## src/rtl/perf_reg_arbiter.sv

```systemverilog
// Two-requester round-robin arbiter in front of a register bank.
// One bank transaction is in flight at a time. Every output is registered.
// Each requester has a saturating 16-bit grant counter.
module perf_reg_arbiter #(
    parameter int ADDR_W = 9,
    parameter int DATA_W = 32,
    parameter int RD_LAT = 1
) (
    input  logic              clk,
    input  logic              reset_n,
    input  logic              m0_req,
    input  logic              m0_we,
    input  logic [ADDR_W-1:0] m0_addr,
    input  logic [DATA_W-1:0] m0_wdata,
    input  logic              m1_req,
    input  logic              m1_we,
    input  logic [ADDR_W-1:0] m1_addr,
    input  logic [DATA_W-1:0] m1_wdata,
    output logic              m0_gnt,
    output logic              m1_gnt,
    output logic              m0_rvalid,
    output logic              m1_rvalid,
    output logic [DATA_W-1:0] m_rdata,
    output logic              bank_read,
    output logic              bank_write,
    output logic [ADDR_W-1:0] bank_address,
    output logic [DATA_W-1:0] bank_write_data,
    input  logic [DATA_W-1:0] bank_read_data,
    output logic [15:0]       m0_grant_cnt,
    output logic [15:0]       m1_grant_cnt,
    input  logic              cnt_clear
);

    typedef enum logic [1:0] {IDLE, ISSUE, WAIT, RESP} state_t;

    // WAIT counts down from RD_LAT-2 to 0, giving RD_LAT-1 WAIT cycles.
    // RESP is the cycle in which bank_read_data is valid.
    localparam logic [1:0] WAIT_INIT = 2'((RD_LAT >= 2) ? (RD_LAT - 2) : 0);

    state_t            state_reg;
    logic              owner_reg;      // last granted requester: 0 = m0, 1 = m1
    logic [1:0]        wait_cnt_reg;
    logic              m0_gnt_reg, m1_gnt_reg;
    logic              m0_rvalid_reg, m1_rvalid_reg;
    logic              bank_read_reg, bank_write_reg;
    logic [ADDR_W-1:0] bank_address_reg;
    logic [DATA_W-1:0] bank_write_data_reg;
    logic [DATA_W-1:0] m_rdata_reg;
    logic [15:0]       m0_cnt_reg, m1_cnt_reg;

    logic              win_m1;
    logic              grant_fire;
    logic              sel_we;
    logic [ADDR_W-1:0] sel_addr;
    logic [DATA_W-1:0] sel_wdata;

    // Pick the round-robin winner and mux its command fields.
    always_comb begin
        win_m1     = m1_req & (~m0_req | ~owner_reg);
        grant_fire = (state_reg == IDLE) && (m0_req || m1_req);
        sel_we     = win_m1 ? m1_we    : m0_we;
        sel_addr   = win_m1 ? m1_addr  : m0_addr;
        sel_wdata  = win_m1 ? m1_wdata : m0_wdata;
    end

    // Transaction FSM. Each output is set on the edge that enters the state where it is visible.
    always_ff @(posedge clk) begin
        if (!reset_n) begin
            state_reg           <= IDLE;
            owner_reg           <= 1'b1;
            wait_cnt_reg        <= '0;
            m0_gnt_reg          <= 1'b0;
            m1_gnt_reg          <= 1'b0;
            m0_rvalid_reg       <= 1'b0;
            m1_rvalid_reg       <= 1'b0;
            bank_read_reg       <= 1'b0;
            bank_write_reg      <= 1'b0;
            bank_address_reg    <= '0;
            bank_write_data_reg <= '0;
            m_rdata_reg         <= '0;
        end else begin
            m0_gnt_reg     <= 1'b0;
            m1_gnt_reg     <= 1'b0;
            m0_rvalid_reg  <= 1'b0;
            m1_rvalid_reg  <= 1'b0;
            bank_read_reg  <= 1'b0;
            bank_write_reg <= 1'b0;
            case (state_reg)
                IDLE: begin
                    if (grant_fire) begin
                        owner_reg           <= win_m1;
                        m0_gnt_reg          <= ~win_m1;
                        m1_gnt_reg          <= win_m1;
                        bank_write_reg      <= sel_we;
                        bank_read_reg       <= ~sel_we;
                        bank_address_reg    <= sel_addr;
                        bank_write_data_reg <= sel_wdata;
                        state_reg           <= ISSUE;
                    end
                end
                ISSUE: begin
                    if (bank_write_reg) begin
                        state_reg <= IDLE;
                    end else if (RD_LAT == 1) begin
                        state_reg <= RESP;
                    end else begin
                        wait_cnt_reg <= WAIT_INIT;
                        state_reg    <= WAIT;
                    end
                end
                WAIT: begin
                    if (wait_cnt_reg == 2'd0) begin
                        state_reg <= RESP;
                    end else begin
                        wait_cnt_reg <= wait_cnt_reg - 2'd1;
                    end
                end
                RESP: begin
                    m_rdata_reg   <= bank_read_data;
                    m0_rvalid_reg <= ~owner_reg;
                    m1_rvalid_reg <= owner_reg;
                    state_reg     <= IDLE;
                end
                default: state_reg <= IDLE;
            endcase
        end
    end

    // Saturating grant counters. Clear has priority over a coincident grant.
    always_ff @(posedge clk) begin
        if (!reset_n) begin
            m0_cnt_reg <= '0;
            m1_cnt_reg <= '0;
        end else if (cnt_clear) begin
            m0_cnt_reg <= '0;
            m1_cnt_reg <= '0;
        end else begin
            m0_cnt_reg <= (grant_fire && !win_m1 && m0_cnt_reg != 16'hFFFF) ? m0_cnt_reg + 16'd1 : m0_cnt_reg;
            m1_cnt_reg <= (grant_fire &&  win_m1 && m1_cnt_reg != 16'hFFFF) ? m1_cnt_reg + 16'd1 : m1_cnt_reg;
        end
    end

    assign m0_gnt          = m0_gnt_reg;
    assign m1_gnt          = m1_gnt_reg;
    assign m0_rvalid       = m0_rvalid_reg;
    assign m1_rvalid       = m1_rvalid_reg;
    assign m_rdata         = m_rdata_reg;
    assign bank_read       = bank_read_reg;
    assign bank_write      = bank_write_reg;
    assign bank_address    = bank_address_reg;
    assign bank_write_data = bank_write_data_reg;
    assign m0_grant_cnt    = m0_cnt_reg;
    assign m1_grant_cnt    = m1_cnt_reg;

endmodule

```

## config.mk

```make
export PLATFORM = sky130hd
export DESIGN_NAME = perf_reg_arbiter
export DESIGN_NICKNAME = d
export VERILOG_FILES = /design/src/rtl/perf_reg_arbiter.sv
export SDC_FILE = /design/constraint.sdc
export NUM_CORES = 1
export LEC_CHECK = 0
export CORE_ASPECT_RATIO = 1.1
export CORE_MARGIN = 10
export CORE_UTILIZATION = 40
export CTS_CLUSTER_SIZE = 24
export DETAILED_ROUTE_END_ITERATION = 7
export GPL_TIMING_DRIVEN = 0
export PLACE_DENSITY = 0.79
export RECOVER_POWER = 100
export SYNTH_ARGS = -nofsm -noshare
export SYNTH_HDL_FRONTEND = slang
export SYNTH_SLANG_ARGS = --single-unit
```

## constraint.sdc

```tcl
create_clock -name clk -period 3.46 [get_ports clk]
set_clock_uncertainty 0.2 [all_clocks]
set_input_delay 0.692 -clock clk [delete_from_list [all_inputs] [get_ports clk]]
set_output_delay 0.692 -clock clk [all_outputs]
set_load 0.005 [all_outputs]
```

# [Word level (Yosys, flattened, before mapping)]
# Cells that the tools add are included.
# Widths: inputs -> output; s select.
[totals] ff_bits=116 latch_bits=0 ram_bits=0 rom_bits=0 in_bits=121 output_inout_bits=111 word_cells=54 memories=0
[op_classes] add_sub_neg=3 multipliers=0 div=0 order_cmp=0 eq_ne=7 shift=0 n_mux=7 bitwise_logic=8 reduce_logical=15
[op_table] cell="$add 16x1->16 const B" count=2
[op_table] cell="$mux 32" count=1
[op_table] cell="$ne 16x16->1 const B" count=2
[op_table] cell="$mux 9" count=1
[op_table] cell="$pmux 2 s4" count=1
[op_table] cell="$reduce_and 2->1" count=4
[op_table] cell="$mux 2" count=3
[op_table] cell="$not 1->1" count=6
[op_table] cell="$logic_and 1x1->1" count=5
[op_table] cell="$eq 2x2->1 const B" count=2
[op_table] cell="$logic_not 2->1" count=2
[op_table] cell="$ne 2x2->1 const B" count=2
[op_table] cell="$reduce_and 3->1" count=1
[op_table] cell="$eq 2x1->1 const B" count=1
[op_table] cell="$reduce_or 2->1" count=1
[op_table] cell="$sub 2x1->2 const B" count=1
[op_table] cell="$and 1x1->1" count=1
[op_table] cell="$logic_not 1->1" count=1
[op_table] cell="$logic_or 1x1->1" count=1
[op_table] cell="$mux 1" count=1
[op_table] cell="$or 1x1->1" count=1

# [Longest topological paths before layout]
[logic_depth] depth_word=6 depth_mapped=5 mapped_depth_nobuf=5

# [Worst setup path after synthesis]
# OpenSTA, ideal clock, no wires.
[synth_timing] path_type="input-to-reg" from="input port m0_req" to="register m0_cnt_reg[9], in the netlist m0_grant_cnt[9]" setup_ns=0.072 arrival_time_ns=1.988 required_ns=3.188 setup_slack_ns=1.200 cell_stages=4 path_buffers=0 cell_sequence="or3b_1 or3_4 nor4b_1 mux2i_1"
[synth_between] elab_chain_len=6 word_cells_on_any_way=8 cone_classes="3 x bitwise; 5 x reduce/logical"
[synth_rtl] element="start, declared" line_no="11" source="input logic m0_req,"
[synth_rtl] element="$not 1->1" line_no="59" source="win_m1 = m1_req & (~m0_req | ~owner_reg);"
[synth_rtl] element="$or 1x1->1" line_no="59"
[synth_rtl] element="$and 1x1->1" line_no="59"
[synth_rtl] element="$logic_not 1->1" line_no="138" source="m0_cnt_reg <= (grant_fire && !win_m1 && m0_cnt_reg != 16'hFFFF) ? m0_cnt_reg + 16'd1 : m0_cnt_reg;"
[synth_rtl] element="$logic_and 1x1->1 * (2 in a row)" line_no="138"
[synth_rtl] element="end signal, assigned" line_no="138"
[synth_rtl] element="end, declared" line_no="49" source="logic [15:0] m0_cnt_reg, m1_cnt_reg;"
# Mark *: on every way between the ends. The rest lies on a longest branch, timed or not.
# A chain may end at the register's enable or synchronous reset.

# [Worst setup path in the final report]
[layout_timing] from="input port m0_req" to="register m0_cnt_reg[14], in the netlist m0_grant_cnt[14]"
# The elaborated chain is that of the path after synthesis.

==> flow_metrics.tcl <==
set metrics [dict create \
    cp_num_buf_inv 1 \
    fmax_ghz 0.340 \
    cts_max_level 4 \
    synth-main-ff-cell "dfxtp_1" \
    hold_viol_final 0 \
    final_util 0.662 \
    yosysTopAreaCellShare 0.477 \
    vias 5243 \
    wl_per_cell_um 19.3 \
    routed_via_density 5.53 \
    dpl.hpwl_mm 13.9 \
    synth-edff-count 0 \
    async_reset_ff_frac 0 \
    fill_cells 964 \
    ys_warn_count 0 \
    synth_area_um2 4870 \
    comb_power_share 0.259 \
    first_pass_iters 7 \
    synth_seq_cells 116 \
    clk_latency_ps 420 \
    crit_arrival_ps 3020 \
    post_dp_cell_area_um2 7380 \
    slew_violations 0 \
    hp-class "flip-flop to flip-flop" \
    yosysUniqueCellTypes 45 \
    port_buffers 231 \
    end_kind "flip-flop" \
    path_clk_slew_ps 50 \
    crit_path_top_delay_cell "nor4_1" \
    cp.required_ps 3540 \
    power_mw 4.54 \
    grt_pass1_wl_mm 28.2 \
    path_cells "dlygate4sd3_1, or3b_1, nor4_1, nor4b_1, nor3_1" \
    max_stage_delay_ps 820 \
    fin_area_um2 7940 \
    cts_num_sinks 116 \
    cts_root_buffer "clkbuf_16" \
    p_sw_mw 1.32 \
    fin_crit_ps 2940 \
    status "finished clean" \
    cp_top_family "simple AND/OR/NAND/NOR gates" \
    diodes 0 \
    routed_wl_mm 18.3 \
    final-setup-viol-count 0 \
    tightest_slew_ps 1110 \
    drc 0 \
    cts_setup_buffers 0 \
    grt_pass1_vias 5233 \
    hold_buffers 0 \
    grt_overflow 0 \
    p_clk_frac 0.379 \
    cts_buffer_depth 2 \
    ios 232 \
    track_usage 0.205 \
    path_class "input pin to flip-flop" \
    yosys-top-cells-area "dfxtp_1 (48%), a222oi_1 (8.4%), nand2_1 (6.9%)" \
    finalCritPeriodShare 0.851 \
    p_leak_nw 3.03 \
    num_rows 42 \
    core-area_um2 12000 \
    final_layout_size_suffix_gt1_frac 0.0416 \
    peakVddDrop_uv 348 \
    rsz0062_at_grt "no" \
    startpoint_type "input pin" \
    initialDrtViolationCount 495 \
    gp_congestion 0.836 \
    grt_max_degree 17 \
    die_w_um 125 \
    cts.repair.resized 0 \
    internal-power_mw 3.23 \
    seq_area_frac_synth 0.477 \
    cts_tree "yes" \
    area.growth.synth_to_final_pct 62.8 \
    p_seq_frac 0.362 \
    netlist_instances 531 \
    power_density_nw_per_um2 572 \
    cp_max_fo 8 \
    slew_headroom 0.254 \
    maxCapViolCount 0 \
    fp.dieH_um 136 \
    syn_nets 655 \
    initial_utilization 0.407 \
    finalSetupTns_ps 0 \
    antenna_found_initial 0 \
    swShare 0.290 \
    yosys.area.top_type "dfxtp_1" \
    dieArea_um2 17000 \
    cts_made_buffers 17 \
    nets 905 \
    postRouteAntennaNets 0 \
    avgSynthCellArea_um2 9.18 \
    hold-worst-slack_ps 257 \
]
[power by group through the flow]
stage	registers, mW	logic [mW]	clock network, mW
after detailed placement	1.67	1.24	0
after global routing	1.67	1.29	1.80
after global placement	1.66	1.21	0
after floorplan	1.67	0.549	0
final	1.64	1.18	1.72
after CTS	1.65	1.25	1.74
[worst min-delay path, delay by kind of cell, from the launching register on]
kind	cells	cell delay, ps
AO/OA/AOI/OAI	1	60
flip-flops	1	300
AND/OR/NAND/NOR	1	40
[metrics by stage]
stage / setup WS [ps] / std cells
floorplan: 1200 / 531
global placement: 421 / 916
detailed placement: 339 / 916
CTS: 752 / 948
global route: 316 / 948
finish: 516 / 948
[cells by family after synthesis]
kind of cell | count (synthesis) | share of synthesized area
simple gates | 239 | 0.264
compound gates | 122 | 0.198
flops | 116 | 0.477
buf+inv | 40 | 0.0321
mux | 10 | 0.0205
fa+ha+maj | 3 | 0.00770
xor+xnor | 1 | 0.00180
[cells in the mapped netlist (2+ instances only)]
cell type	number
nand2b_1	10
ha_1	3
nor4_1	9
a222oi_1	41
a21oi_1	18
a31oi_1	3
clkbuf_1	28
and3_1	7
buf_2	5
o21ai_0	6
a21boi_0	33
mux2i_1	10
o21a_1	2
nor3b_1	3
nor2b_1	45
nor2_1	12
o31ai_1	8
nand2_1	89
dfxtp_1	116
nor4b_1	4
nor3_1	5
inv_1	7
nand4_1	11
nor4_2	3
o211ai_1	2
or3_1	2
or4_1	11
nand3_1	16
and4_1	4
and2_1	2
or2_2	2
[layer usage]
layer / vias up / track usage / share of wire
met1: 2529 / 0.217 / 0.37
met4: 0 / 0.0563 / 0.014
met5: - / 0 / 0
met3: 22 / 0.0944 / 0.093
li1: 2482 / - / -
met2: 210 / 0.360 / 0.52
[final timing paths]
kind / startpoint / to / slack, ps / cells past startpoint
setup / recovery: m0_req / m0_grant_cnt[14]$_SDFFE_PP0P_ / 520 / 5
hold / removal: m_rdata[28]$_SDFFE_PN0N_ / m_rdata[28]$_SDFFE_PN0N_ / 260 / 2
hold reg to reg: m_rdata[28]$_SDFFE_PN0N_ / m_rdata[28]$_SDFFE_PN0N_ / 260 / 2
setup reg to reg: m1_grant_cnt[1]$_SDFFE_PP0P_ / m1_grant_cnt[1]$_SDFFE_PP0P_ / 690 / 5
[placed cells by master (no fill, tap or decap), types with 5 or more instances in the layout]
master / Yosys / routed
a222oi_1: 41 / 41
nor2b_1: 45 / 45
clkbuf_1: 28 / 35
inv_1: 7 / 7
mux2i_1: 10 / 10
nor4_1: 9 / 11
nor2_1: 12 / 12
nand4_1: 11 / 11
nand2_1: 89 / 89
o31ai_1: 8 / 8
a21boi_0: 33 / 33
clkbuf_16: 0 / 17
o21ai_0: 6 / 6
nor3_1: 5 / 5
a21oi_1: 18 / 18
or4_1: 11 / 11
nand3_1: 16 / 16
clkdlybuf4s50_1: 0 / 118
dfxtp_1: 116 / 116
dlygate4sd3_1: 0 / 113
and3_1: 7 / 7
nand2b_1: 10 / 10
[layout make-up]
cell class / count / area (um2) / share of cell area
Tap cell: 154 / 193 / 0.0243
Clock inverter: 9 / 103 / 0.0129
Multi-Input combinational cell: 375 / 2380 / 0.300
Sequential cell: 116 / 2320 / 0.293
Timing Repair Buffer: 231 / 2310 / 0.291
Clock buffer: 23 / 478 / 0.0602
Buffer: 33 / 125 / 0.0158
Inverter: 7 / 26.3 / 0.00331
Power figures use the tool's default switching activity.
